<file path="src/rtl/mul_div_unit.sv">
// ---------------------------------------------------------------------------
// mul_div_unit
//
// Iterative multiply/divide unit with architectural HI/LO registers for the
// multi-cycle MIPS datapath. One bit of the result is produced per clock:
// shift-add for MULT/MULTU, restoring division for DIV/DIVU. Signed
// operations work on magnitudes and fix the signs up in the final cycle.
//
// Ports:
//   clk    - system clock, all state changes on the rising edge
//   rst    - synchronous active-high reset
//   start  - begin a new operation (only looked at while idle)
//   op     - 00 MULTU, 01 MULT, 10 DIVU, 11 DIV
//   a      - rs operand: multiplicand / dividend
//   b      - rt operand: multiplier / divisor
//   hi_we  - MTHI write enable (ignored while busy)
//   lo_we  - MTLO write enable (ignored while busy)
//   wdata  - MTHI/MTLO write data
//   busy   - operation in progress (33 cycles per operation)
//   done   - one-cycle pulse when HI/LO receive a new result
//   hi     - HI register: product high word / remainder
//   lo     - LO register: product low word / quotient
// ---------------------------------------------------------------------------
module mul_div_unit #(
    parameter int WIDTH = 32
) (
    input  logic             clk,
    input  logic             rst,
    input  logic             start,
    input  logic [1:0]       op,
    input  logic [WIDTH-1:0] a,
    input  logic [WIDTH-1:0] b,
    input  logic             hi_we,
    input  logic             lo_we,
    input  logic [WIDTH-1:0] wdata,
    output logic             busy,
    output logic             done,
    output logic [WIDTH-1:0] hi,
    output logic [WIDTH-1:0] lo
);

    typedef enum logic [1:0] {
        IDLE   = 2'd0,
        CALC   = 2'd1,
        FINISH = 2'd2
    } state_t;

    localparam logic [5:0] LAST_ITER = 6'(WIDTH - 1);

    state_t             state_reg, state_next;
    logic [5:0]         counter_reg;
    logic               is_div_reg;
    logic               sign_a_reg;
    logic               sign_b_reg;
    logic               div_zero_reg;
    logic [WIDTH-1:0]   a_raw_reg;
    // Multiplicand for multiply, divisor for divide (both as magnitudes).
    logic [WIDTH-1:0]   operand_reg;
    // Multiply: {partial product high, remaining multiplier bits}.
    // Divide: low half holds dividend bits shifting out / quotient shifting in.
    logic [2*WIDTH-1:0] acc_reg, acc_next;
    logic [WIDTH:0]     rem_reg, rem_next;
    logic [WIDTH-1:0]   hi_reg, lo_reg;
    logic               done_reg;

    // Magnitudes of the incoming operands; signed ops only.
    logic               op_signed;
    logic               a_neg, b_neg;
    logic [WIDTH-1:0]   a_mag, b_mag;

    assign op_signed = op[0];
    assign a_neg     = op_signed & a[WIDTH-1];
    assign b_neg     = op_signed & b[WIDTH-1];
    assign a_mag     = a_neg ? (~a + 1'b1) : a;
    assign b_mag     = b_neg ? (~b + 1'b1) : b;

    // ---------------------------------------------------------------------
    // FSM next state
    // ---------------------------------------------------------------------
    always_comb begin
        state_next = state_reg;
        case (state_reg)
            IDLE:    if (start) state_next = CALC;
            CALC:    if (counter_reg == LAST_ITER) state_next = FINISH;
            FINISH:  state_next = IDLE;
            default: state_next = IDLE;
        endcase
    end

    // ---------------------------------------------------------------------
    // One iteration of the shift-add multiply or restoring divide
    // ---------------------------------------------------------------------
    logic [WIDTH:0] mul_sum;
    logic [WIDTH:0] rem_shift;
    logic [WIDTH:0] rem_diff;

    always_comb begin
        mul_sum   = '0;
        rem_shift = '0;
        rem_diff  = '0;
        acc_next  = acc_reg;
        rem_next  = rem_reg;
        if (is_div_reg) begin
            // Bring down the next dividend bit and trial-subtract the divisor.
            rem_shift = {rem_reg[WIDTH-1:0], acc_reg[WIDTH-1]};
            rem_diff  = rem_shift - {1'b0, operand_reg};
            if (!rem_diff[WIDTH]) begin
                rem_next = rem_diff;
                acc_next = {acc_reg[2*WIDTH-1:WIDTH], acc_reg[WIDTH-2:0], 1'b1};
            end else begin
                rem_next = rem_shift;
                acc_next = {acc_reg[2*WIDTH-1:WIDTH], acc_reg[WIDTH-2:0], 1'b0};
            end
        end else begin
            // Add the multiplicand into the high half when the current
            // multiplier bit is set, then shift the whole thing right with
            // the carry entering at the top.
            mul_sum  = {1'b0, acc_reg[2*WIDTH-1:WIDTH]}
                     + (acc_reg[0] ? {1'b0, operand_reg} : '0);
            acc_next = {mul_sum, acc_reg[WIDTH-1:1]};
        end
    end

    // ---------------------------------------------------------------------
    // Sign correction of the final result
    // ---------------------------------------------------------------------
    logic               neg_result;
    logic [2*WIDTH-1:0] product_fixed;
    logic [WIDTH-1:0]   quot_fixed;
    logic [WIDTH-1:0]   rem_fixed;

    assign neg_result    = sign_a_reg ^ sign_b_reg;
    assign product_fixed = neg_result ? (~acc_reg + 1'b1) : acc_reg;
    assign quot_fixed    = neg_result ? (~acc_reg[WIDTH-1:0] + 1'b1) : acc_reg[WIDTH-1:0];
    assign rem_fixed     = sign_a_reg ? (~rem_reg[WIDTH-1:0] + 1'b1) : rem_reg[WIDTH-1:0];

    // ---------------------------------------------------------------------
    // State and datapath registers
    // ---------------------------------------------------------------------
    always_ff @(posedge clk) begin
        if (rst) begin
            state_reg    <= IDLE;
            counter_reg  <= '0;
            is_div_reg   <= 1'b0;
            sign_a_reg   <= 1'b0;
            sign_b_reg   <= 1'b0;
            div_zero_reg <= 1'b0;
            a_raw_reg    <= '0;
            operand_reg  <= '0;
            acc_reg      <= '0;
            rem_reg      <= '0;
            hi_reg       <= '0;
            lo_reg       <= '0;
            done_reg     <= 1'b0;
        end else begin
            state_reg <= state_next;
            done_reg  <= 1'b0;
            case (state_reg)
                IDLE: begin
                    // MTHI/MTLO land here; a simultaneous start simply
                    // overwrites them when its result is written.
                    if (hi_we) hi_reg <= wdata;
                    if (lo_we) lo_reg <= wdata;
                    if (start) begin
                        is_div_reg   <= op[1];
                        sign_a_reg   <= a_neg;
                        sign_b_reg   <= b_neg;
                        div_zero_reg <= op[1] && (b == '0);
                        a_raw_reg    <= a;
                        counter_reg  <= '0;
                        rem_reg      <= '0;
                        if (op[1]) begin
                            operand_reg <= b_mag;
                            acc_reg     <= {{WIDTH{1'b0}}, a_mag};
                        end else begin
                            operand_reg <= a_mag;
                            acc_reg     <= {{WIDTH{1'b0}}, b_mag};
                        end
                    end
                end
                CALC: begin
                    counter_reg <= counter_reg + 6'd1;
                    acc_reg     <= acc_next;
                    rem_reg     <= rem_next;
                end
                FINISH: begin
                    done_reg <= 1'b1;
                    if (!is_div_reg) begin
                        hi_reg <= product_fixed[2*WIDTH-1:WIDTH];
                        lo_reg <= product_fixed[WIDTH-1:0];
                    end else if (div_zero_reg) begin
                        // Divide by zero bypasses sign correction entirely.
                        hi_reg <= a_raw_reg;
                        lo_reg <= '1;
                    end else begin
                        hi_reg <= rem_fixed;
                        lo_reg <= quot_fixed;
                    end
                end
                default: ;
            endcase
        end
    end

    assign busy = (state_reg != IDLE);
    assign done = done_reg;
    assign hi   = hi_reg;
    assign lo   = lo_reg;

endmodule

</file>
<file path="config.mk">
export PLATFORM = sky130hd
export DESIGN_NAME = mul_div_unit
export DESIGN_NICKNAME = d
export VERILOG_FILES = /design/src/rtl/mul_div_unit.sv
export SDC_FILE = /design/constraint.sdc
export NUM_CORES = 1
export LEC_CHECK = 0
export CAP_MARGIN = 20
export CORE_AREA = 2 2 206 208
export DETAILED_ROUTE_END_ITERATION = 7
export DIE_AREA = 0 0 208 210
export PLACE_DENSITY = 0.69
export SYNTH_ARGS = -nofsm -noshare
export SYNTH_HDL_FRONTEND = slang
export SYNTH_SLANG_ARGS = --single-unit
</file>
<file path="constraint.sdc">
create_clock -name clk -period 3.05 [get_ports clk]
set_input_delay 0.305 -clock clk [delete_from_list [all_inputs] [get_ports clk]]
set_output_delay 0.305 -clock clk [all_outputs]
set_load 0.05 [all_outputs]
</file>
==> results of run 1 <==
==> kinds of logic (layout without fill, tap and decap cells) <==
family,count (synthesis),count (layout),synth area share [%]
simple gates,737,737,20.3
compound gates,727,727,27.7
flops,237,237,27.5
buf+inv,219,497,4.81
xor+xnor,202,202,10.3
mux,72,72,4.21
fa+ha+maj,71,71,5.24
==> Yosys cell counts (all sizes together), types with 37 or more instances <==
cell type	instances
nor2	202
o21ai	119
nand2	287
o31ai	37
mux2i	67
clkbuf	139
xnor2	110
nor3	50
a21oi	236
dfxtp	237
inv	60
xor2	92
a211oi	57
ha	69
o221ai	41
==> routing by layer <==
layer | vias up | GRT usage [%] | share of wire [%]
li1 | 8769 | - | -
met1 | 8889 | 39.6 | 43
met2 | 812 | 46.1 | 44
met3 | 144 | 5.01 | 8.3
met4 | 0 | 11.3 | 4.4
met5 | - | 0 | 0
==> critical path, stage by stage, from the launching register on <==
cell and delay (ns):
dfxtp_1 0.46, inv_1 0.15, ha_1 0.32, and2_1 0.16, and3_1 0.21, and4_1 0.25
a21oi_2 0.08, o21a_1 0.21, o21ai_4 0.20, xor2_4 0.23, buf_12 0.17, clkbuf_16 0.15
nand2_1 0.05, a32o_1 0.25
==> through the flow <==
stage / power (mW) / setup TNS [ns] / hold slack (ns)
2_1_floorplan: 4.80 / 0 / 0.432
3_5_place_dp: 5.71 / -0.315 / 0.443
6_report: 9.36 / 0 / 0.0596
4_1_cts: 9.29 / 0 / 0.0439
3_3_place_gp: 5.68 / -0.175 / 0.442
5_1_grt: 9.67 / -0.0671 / 0.0716
==> final timing paths <==
kind                  to  slack [ns]  cells past startpoint
min reg2reg       lo[27]        0.45                      2
max           rem_reg[0]        0.04                     13
min          acc_reg[58]        0.06                      2
max reg2reg   rem_reg[0]        0.04                     13
==> cell type report <==
| class | count | area (µm²) |
|---|---|---|
| fillers | 3976 | 19300 |
| multi-input cells | 1809 | 12100 |
| flip-flops and latches | 237 | 4750 |
| repair buffers | 388 | 3490 |
| clock buffers | 36 | 749 |
| well taps | 539 | 674 |
| inverters | 60 | 228 |
| clock inverters | 13 | 219 |
==> power by group <==
group	total [mW]	switching (mW)	leakage, nW	internal [mW]
clock	3.61	1.45	0.460	2.16
combinational	2.34	1.42	6.34	0.922
sequential	3.41	0.151	1.94	3.26
==> timing repair <==
item / 4_1_cts / 5_1_grt
gates cloned: 0 / 4
buffers inserted: 0 / 7
gates resized for setup: 5 / 72
setup endpoints to repair: 14 / 60
pin swaps: 0 / 24
hold buffers: 0 / 0
==> reports/results.txt, run 1 <==
The flow ran to the end, and the final reports show no timing, DRC or antenna violations. The startpoint identified for the worst register-to-register timing path is operand_reg[17]. Across every metal layer, demand over resource in global routing totals 29.2%. VDD sags by at most 462 µV. During synthesis, Yosys emitted a total of 0 warnings.

The global-route wire length before repair is 100 mm, and the leakage power is 8.74 nW. The final cell area excluding filler cells came out at 22200 µm². The critical path in this run is classified as flip-flop to flip-flop. In this run the core area contains 75 standard-cell rows.

From left edge to right edge, the die measures 208 µm. CTS placed an instance of clkbuf_16 at the clock tree root. Timing analysis after detailed placement gives a worst setup slack of -0.0648 ns. TritonCTS built the clock tree.

After synthesis, the largest area contributor takes up 27.5% of total cell area. In the synthesized netlist the async set-or-reset flop fraction comes to 0%. Leaving out fill and tap cells, the most frequent cell in the layout is nand2_1. Max-cap violations in this run came to 0.

Share of cells above drive strength 1: 15.1%. The placed instances occupy a cell area of 20700 µm². The first TritonRoute pass finished after 5 iterations. The core region is 41500 µm².

Setup violations remaining at the end of the flow were counted as 0. In this run the cell area of the synthesized design comes to 17300 µm². After the first detailed-routing iteration, the DRC count stood at 1684. Critical path endpoint category: a flip-flop. The source-to-sink clock delay at the later pin of the worst-skew pair came out at 0.58 ns. The number of register bits inferred by synthesis works out to 237. Once placement completed, the tool counted placed cells totaling 3022.

For the pin with the worst max-slew slack, the measured transition is 0.942 ns. Synthesis produced 2265 cells. After clock tree synthesis, the clock-pin slew on the worst setup and hold paths is 0.07 ns. Average instance area after synthesis: 7.62 µm². The largest fanout on the critical path was 5. Dividing the detail-routed via count by the number of cells gives 6.04. Measured against its own limit, the worst slew margin works out to 36.9%. Worst hold path startpoint: rst.

STA classifies the critical path startpoint as a flip-flop. Summing the sequential cell areas from Yosys gives 27.5% of the chip area. Cell type contributing the most total cell area after synthesis: dfxtp_1. Static timing analysis puts the maximum clock frequency at 333 MHz. In this run the remaining antenna-violating nets after routing total 0.

The tools report the required time reported for the critical path endpoint as 3.50 ns. STA puts the critical path data arrival time at 3.46 ns. The area growth from synthesis to final layout came out at 28.6%. In the final design database the tool counted 2697 nets. The die extent in y is 210 µm.

In the synthesized netlist the dominant register cell turns out to be dfxtp_1. The minimum period implied by the final worst setup slack works out to 3.01 ns. For this design the ratio of total power to cell area is 422 nW/µm².

The I/O pin count was 169; the synthesized net count was 2439. The total number of clock tree sinks is 237. The final cell count without fillers is 3082, and the number of H-tree levels is 1. The floorplan step defined a die boundary enclosing 43700 µm².

The count of buffers added on input and output ports is 168. The congestion estimate from routability-driven global placement came to 0.976. The initial utilization of the core area, before any placement, comes to 41.6%. The clock tree buffer depth came out at 3. The worst hold path belongs to the class input pin to flip-flop. In the post-route analysis, the smallest setup slack over all paths is 0.0435 ns. The via count of the first global-routing pass is 17237. For this run, the share of the core covered by cells in the final layout is 53.5%.

The top cell types in the final layout, fill and taps aside, are nand2_1 (285), a21oi_1 (231), dfxtp_1 (231). For the max-slew violation total from the final report, the log shows 0. The tools report the number of antenna violations at the first check in global routing as 0. After detailed routing, the number of remaining DRC violations is 0.

Yosys mapped the design onto 78 distinct sky130hd cell types. Setup repair after global routing could not meet its margin everywhere. On the final layout, the worst clock skew is 0.0233 ns. Wires add up to 66.7 mm. Summed over all layers, the global routing overflow is 0. Critical path startpoint: operand_reg[17]. Once detailed placement completed, the half-perimeter wirelength came to 51.6 mm.

The run gives 0 as the number of diodes added for antenna fixing. Number of flops mapped to enable cells by yosys: 0. The run gives 0 as the hold violation count in the final report. After synthesis, the cell types taking the most area are dfxtp_1 (28%), a21oi_1 (6.8%), nand2_1 (6.2%).

The total clock buffers created by CTS is 27. Of the available clock period, the critical path in the final layout requires 98.6%. Number of vias in the routed layout: 18614. Entering global routing, the biggest net connects 87 pins.

In the final routed layout, each cell accounts on average for 21.6 µm. The number of flip-flops under the largest register name works out to 64.
Power figures use the tool's default switching activity.
==> run 2: changes to the inputs <==
==> constraint.sdc (replaced) <==
create_clock -name clk -period 3.05 [get_ports clk]
set_input_delay 0.915 -clock clk [delete_from_list [all_inputs] [get_ports clk]]
set_output_delay 0.915 -clock clk [all_outputs]
set_load 0.05 [all_outputs]
==> reports/results.txt, run 2 (synthesis results as in run 1) <==
The highest clock rate was 326 MHz (-2.0%); the power density of the placed cells was 410 nW/µm² (-2.8%). For the count of routing violations after the opening detailed-route iteration, the log shows 1715 (+1.8%). The run gives 56.0% (+2.5 points) as the final design utilization. The die boundary width is 208 µm (unchanged), and the hold violation count in the final report is 0 (unchanged). The area growth from synthesis to final layout is 34.5%. TritonCTS built the clock tree. Internal power contribution: 6.46 mW (+1.9%). The critical path is of the flip-flop to flip-flop type.

The clock root buffer was clkbuf_16. The worst hold path class is flip-flop to flip-flop. The via density per instance is 5.90 (-2.3%), and the combinational group share of total power is 26.2% (+1.2 points).

STA classifies the critical path endpoint as a flip-flop. The fraction of power spent switching nets came out at 32.1% (-0.12 points). The run gives 43700 µm² (unchanged) as the floorplan die area. The required time reported for the critical path endpoint was 3.49 ns (about the same).

The largest fanout on the critical path is 7 (+2), and the routed length per instance is 21.3 µm (-1.7%). The placeable core area is 41500 µm² (unchanged), and the starting density of the core is 41.6% (unchanged). The largest vdd supply drop is 384 µV (-17%), and the arrival time at the worst endpoint is 3.51 ns (+0.05 ns).

For the HPWL after detailed placement, the log shows 53.8 mm (+4.2%). The number of flip-flops under the largest register name is 64 (unchanged), and the worst setup skew after layout is 0.0145 ns (-0.00878 ns). For the overall power of the completed layout, the log shows 9.51 mW (+1.7%).

The final reports fail on negative setup slack. The total DRC errors in the routed layout is 0 (unchanged), and the remaining global-route overflow is 0 (unchanged). The remaining number of nets flagged by the antenna check after routing was 0 (unchanged).

The run finished, with violations left. The power share of the clock group was 37.8% (-0.8 points). The tools report the number of H-tree levels as 1 (unchanged). The detailed-route wire length is 68.5 mm (+2.7%), and the actual transition at the worst max-transition pin is 0.816 ns (-0.126 ns). The tools report the global-route wire length before repair as 104 mm (+3.1%). Leaving out fill and tap cells, the most frequent cell in the layout is buf_4.

The leakage power was 9.42 nW (+7.8%); the switching power of the nets was 3.06 mW (+1.3%). The run gives -0.0268 ns (-0.0268 ns) as the setup TNS after final layout. The die extent in y was 210 µm (unchanged). Number of iterations in the first detailed-routing pass: 6 (+1). The via count of the first global-routing pass was 17818 (+3.4%). The total number of clock tree sinks was 237 (unchanged). For the worst path setup slack after routing, the log shows -0.0186 ns (-0.0621 ns). The number of diodes added for antenna fixing was 0 (unchanged); the quantity of I/O buffers inserted on ports was 168 (unchanged). The setup-violating endpoint count in the final report is 2 (+2). The run gives 1 (+1) as the number of antenna violations at the first check in global routing. The minimum period implied by the final worst setup slack is 3.07 ns (+0.0621 ns). Clock tree buffer depth: 3 (unchanged).

Source-to-sink clock delay at the later pin of the worst-skew pair: 0.57 ns (about the same). The tools report the I/O pin count as 169 (unchanged). Largest net degree at the start of global routing: 60 (-31%).

The tools report the number of vias in the routed layout as 18989 (+2.0%). Leaving out fill and tap cells, the most frequent cells in the layout are buf_4 (340), nand2_1 (284), a21oi_1 (232). Sequential power share: 36.0% (-0.4 points).

The clock transition time at the flip-flop clock pins of the worst setup and hold paths came out at 0.06 ns (about the same). The logs give 2832 (+5.0%) for the count of nets after finishing and 0 (unchanged) for the number of max-cap violations. The site row count came out at 75 (unchanged). The worst setup path is launched from a flip-flop.

The run gives 0 (unchanged) as the max-slew violation total from the final report. The routability congestion estimate came out at 0.989 (+1.3%). Setup repair after global routing could not meet its margin everywhere. The total clock buffers created by CTS is 28 (+3.7%). The worst hold slack after final layout was 0.450 ns (+0.390 ns); the final cycle utilization of the critical path was 101% (+2.0 points). The global router's overall resource usage was 30.2% (+1.0 points). The headroom to the max-slew limit was 45.6% (+8.7 points); the share of cells above drive strength 1 was 19.7% (+4.6 points).
-- run 2: cell count changes in the layout (fill, tap and decap cells not counted), sizes merged --
cell	change
clkdlybuf4s50	-5
buf	+137
dlygate4sd2	+5
bufinv	-1
clkbuf	-3
inv	+1
clkinv	+2
clkinvlp	-1
-- run 2: worst max-delay path, stage by stage (launching register included) --
cell	delay, ns
dfxtp_1	0.39
inv_1	0.14
ha_1	0.37
nand2_1	0.06
o21ai_0	0.34
a22o_1	0.25
a21oi_4	0.06
o21a_1	0.21
o21ai_4	0.25
xor2_4	0.35
clkbuf_16	0.24
mux2i_2	0.20
o21ai_1	0.07
-- run 2: power groups by stage --
stage	registers, mW	clock network, mW	logic (mW)
floorplan	3.59	0	1.20
global placement	3.47	0	2.35
detailed placement	3.48	0	2.38
CTS	3.41	3.63	2.41
global route	3.43	3.75	2.67
finish	3.42	3.60	2.49
-- run 2: layout make-up --
cell class | instances | area (µm²)
fill | 3860 | 18300
clock buffer | 36 | 781
timing repair buffer | 522 | 4470
clock inverter | 14 | 200
inverter | 60 | 230
multi-input combinational | 1809 | 12100
sequential | 237 | 4760
tap | 539 | 674
-- run 2: final timing paths --
check	slack, ns	cells past startpoint	to	from
setup / recovery	-0.02	12	rem_reg[12]	operand_reg[11]
hold / removal	0.45	2	operand_reg[9]	operand_reg[9]
setup reg to reg	-0.02	12	rem_reg[12]	operand_reg[11]
hold reg to reg	0.45	2	operand_reg[9]	operand_reg[9]
-- run 2: metal layers --
layer,track usage (%),vias up,part of all wire [%]
met5,0,-,0.019
met4,13.0,2,4.8
met3,4.69,150,8.1
met2,47.2,837,44
met1,41.3,8978,43
li1,-,9022,-
-- run 2: through the flow --
stage	cell area, µm²	worst slack (ns)	cells
after global placement	21700	-0.562	3153
after CTS	22800	-0.0111	3208
after detailed placement	21700	-0.604	3153
after global routing	23200	-0.106	3217
final	23200	-0.0186	3217
after floorplan	17300	-0.0195	2265
-- run 2: repair_timing --
item                       in CTS  in global routing
pin swaps                      10                 30
resized for setup              32                 90
setup buffers                   4                 10
gates cloned                    1                  0
setup endpoints to repair      51                 74
hold buffers                    0                  0
==> run 3: changes to the inputs <==
--- a/config.mk
+++ b/config.mk
@@ -9,7 +9,7 @@
 export CORE_AREA = 2 2 206 208
 export DETAILED_ROUTE_END_ITERATION = 7
 export DIE_AREA = 0 0 208 210
-export PLACE_DENSITY = 0.69
+export PLACE_DENSITY = 0.66
 export SYNTH_ARGS = -nofsm -noshare
 export SYNTH_HDL_FRONTEND = slang
 export SYNTH_SLANG_ARGS = --single-unit
==> reports/results.txt, run 3 (synthesis results as in run 1) <==
The clock transition time at the flip-flop clock pins of the worst setup and hold paths came out at 0.06 ns (about the same). The floorplan die area is 43700 µm² (unchanged), and the largest fanout on the critical path is 6 (-1). The worst hold path depth was 2 (unchanged); the number of diodes added for antenna fixing was 0 (unchanged).

The total DRC errors in the routed layout is 0 (unchanged), and the power density of the placed cells is 411 nW/µm² (+0.20%). The largest net degree at the start of global routing was 90 (+50%); the remaining global-route overflow was 0 (unchanged). The worst register-to-register path ends at rem_reg[4]. The tools report the HPWL after detailed placement as 53.4 mm (-0.79%).

Number of vias in the routed layout: 19225 (+1.2%). The end point of the worst hold path is lo[4]. Worst path setup slack after routing: -0.00626 ns (+0.0123 ns). The worst register-to-register path begins at acc_reg[31]. The tools report the startpoint class of the critical path as a flip-flop. Via count of the first global-routing pass: 17805 (-0.073%). The worst hold path begins at lo[4]. The worst setup skew after layout came out at 0.0520 ns (+0.0375 ns). The routed length per instance is 21.2 µm (-0.47%). The die boundary width was 208 µm (unchanged); the remaining number of nets flagged by the antenna check after routing was 0 (unchanged). The critical path in this run is classified as flip-flop to flip-flop.

The final cycle utilization of the critical path is 100% (-0.40 points). The run gives -0.592 ns (+0.0120 ns) as the worst-case setup slack after placement. The final reports fail on negative setup slack.

The worst setup slack for register-to-register paths was -0.006 ns (about the same); the quantity of hold-fixing buffers added after cts was 0 (unchanged). The via density per instance is 5.92 (+0.37%), and the max-slew violation total from the final report is 0 (unchanged). The flow ran to the end, but the final reports show violations. The arrival time at the worst endpoint came out at 3.49 ns (-0.02 ns).

The count of routing violations after the opening detailed-route iteration came out at 1827 (+6.5%). The library cell used most frequently in the layout, excluding fill and tap cells, is buf_4. CTS placed an instance of clkbuf_16 at the clock tree root. The share of cells above drive strength 1 works out to 21.4% (+1.7 points). The area growth from synthesis to final layout came out at 36.6%. Worst hold path class: flip-flop to flip-flop. The die extent in y was 210 µm (unchanged); the number of placed cells counting well taps was 3174 (+0.67%).

The I/O pin count is 169 (unchanged). The logs give 3245 (+0.87%) for the final cell count without fillers and 0 (unchanged) for the hold violation count in the final report. Setup TNS after final layout: -0.00626 ns (+0.0205 ns). The largest vdd supply drop is 490 µV (+28%), and the number of flip-flops under the largest register name is 64 (unchanged). The total number of clock tree sinks came out at 237 (unchanged).

For the site row count, the log shows 75 (unchanged). The logs give 0.979 (-0.96%) for the routability congestion estimate and 327 MHz (+0.40%) for the highest clock rate. Setup repair after global routing could not meet its margin everywhere. The final design utilization is 56.8% (+0.85 points).

The tools report the global-route wire length before repair as 104 mm (about the same). The placeable core area is 41500 µm² (unchanged). TritonCTS built the clock tree. The detailed-route wire length was 68.7 mm (+0.40%); the quantity of I/O buffers inserted on ports was 168 (unchanged). The total clock buffers created by CTS is 28 (unchanged), and the depth of the worst register-to-register path is 13 (+1). The setup-violating endpoint count in the final report is 1 (-1), and the number of H-tree levels is 1 (unchanged).

The headroom to the max-slew limit was 32.9% (-13 points); the global router's overall resource usage was 30.1% (-0.070 points). The worst setup path is captured at a flip-flop. The count of nets after finishing is 2861 (+1.0%), and the minimum period implied by the final worst setup slack is 3.06 ns (-0.0123 ns). Leakage power: 9.54 nW (+1.3%). Actual transition at the worst max-transition pin: 1.01 ns (+0.190 ns).

The tools report the starting density of the core as 41.6% (unchanged). The clock tree buffer depth is 3 (unchanged), and the number of iterations in the first detailed-routing pass is 6 (unchanged). The library cells used most frequently in the layout, excluding fill and tap cells, are buf_4 (368), nand2_1 (282), a21oi_1 (228).

The tools report the source-to-sink clock delay at the later pin of the worst-skew pair as 0.60 ns (+0.03 ns). For the number of max-cap violations, the log shows 0 (unchanged). The logs give 3.48 ns (about the same) for the required time reported for the critical path endpoint and 0 (-1) for the number of antenna violations at the first check in global routing.
-- run 3: cell types whose count changed in the layout (fill, tap and decap cells not counted), sizes merged --
cell | before | now
buf | 355 | 384
inv | 62 | 61
clkinvlp | 3 | 4
bufinv | 4 | 6
clkbuf | 37 | 34
-- run 3: worst max-delay path, stage by stage, from the launching register on --
cell	delay [ns]
dfxtp_2	0.35
inv_2	0.05
ha_4	0.16
fa_2	0.41
nor2b_4	0.16
o31ai_4	0.10
a21oi_2	0.24
a21oi_4	0.11
o21a_1	0.23
o21ai_4	0.27
xor2_4	0.34
buf_6	0.18
mux2i_2	0.24
o21ai_1	0.08
-- run 3: stage by stage --
step           power, mW  instance area (µm²)  hold WS, ns
2_1_floorplan       4.80                17300        0.432
3_3_place_gp        5.83                21900        0.441
3_5_place_dp        5.87                21900        0.447
4_1_cts             9.59                23000        0.453
5_1_grt             10.0                23600        0.471
6_report            9.68                23600        0.450
-- run 3: layer usage --
metal	part of all wire, %	vias up	global-route usage [%]
met5	0	-	0
met4	4.2	0	11.2
met3	8.0	133	3.50
met2	44	821	47.9
met1	43	9186	41.9
li1	-	9085	-
-- run 3: worst max-delay path by stage --
stage                 from  slack, ns         endpoint  cells after the start
5_1_grt        acc_reg[31]      -0.07       rem_reg[4]                     13
2_1_floorplan        a[11]      -0.02      acc_reg[22]                      7
3_5_place_dp         a[11]      -0.59      acc_reg[24]                      9
6_report       acc_reg[31]     -0.006       rem_reg[4]                     13
4_1_cts         rem_reg[0]      0.001           hi[29]                     11
3_3_place_gp         a[11]      -0.58  operand_reg[26]                      9
-- run 3: report_power, final --
| part | internal (mW) | switching (mW) | total [mW] |
|---|---|---|---|
| sequential | 3.26 | 0.158 | 3.41 |
| clock | 2.27 | 1.46 | 3.73 |
| combinational | 1.06 | 1.47 | 2.53 |
| total | 6.59 | 3.09 | 9.68 |
-- run 3: what timing repair did --
item,4_1_cts,5_1_grt
resized for setup,30,125
endpoints found under the setup margin,49,73
setup buffers,4,18
endpoints found under the hold margin,0,0
pin swaps,12,47
cloned,1,1
-- run 3: final cells by class --
| cell class | count | area (µm²) |
|---|---|---|
| Clock inverter | 15 | 264 |
| Tap cell | 539 | 674 |
| Clock buffer | 34 | 753 |
| Timing Repair inverter | 1 | 6.26 |
| Fill cell | 3869 | 17900 |
| Timing Repair Buffer | 550 | 4660 |
| Multi-Input combinational cell | 1809 | 12200 |
| Inverter | 60 | 233 |
| Sequential cell | 237 | 4760 |
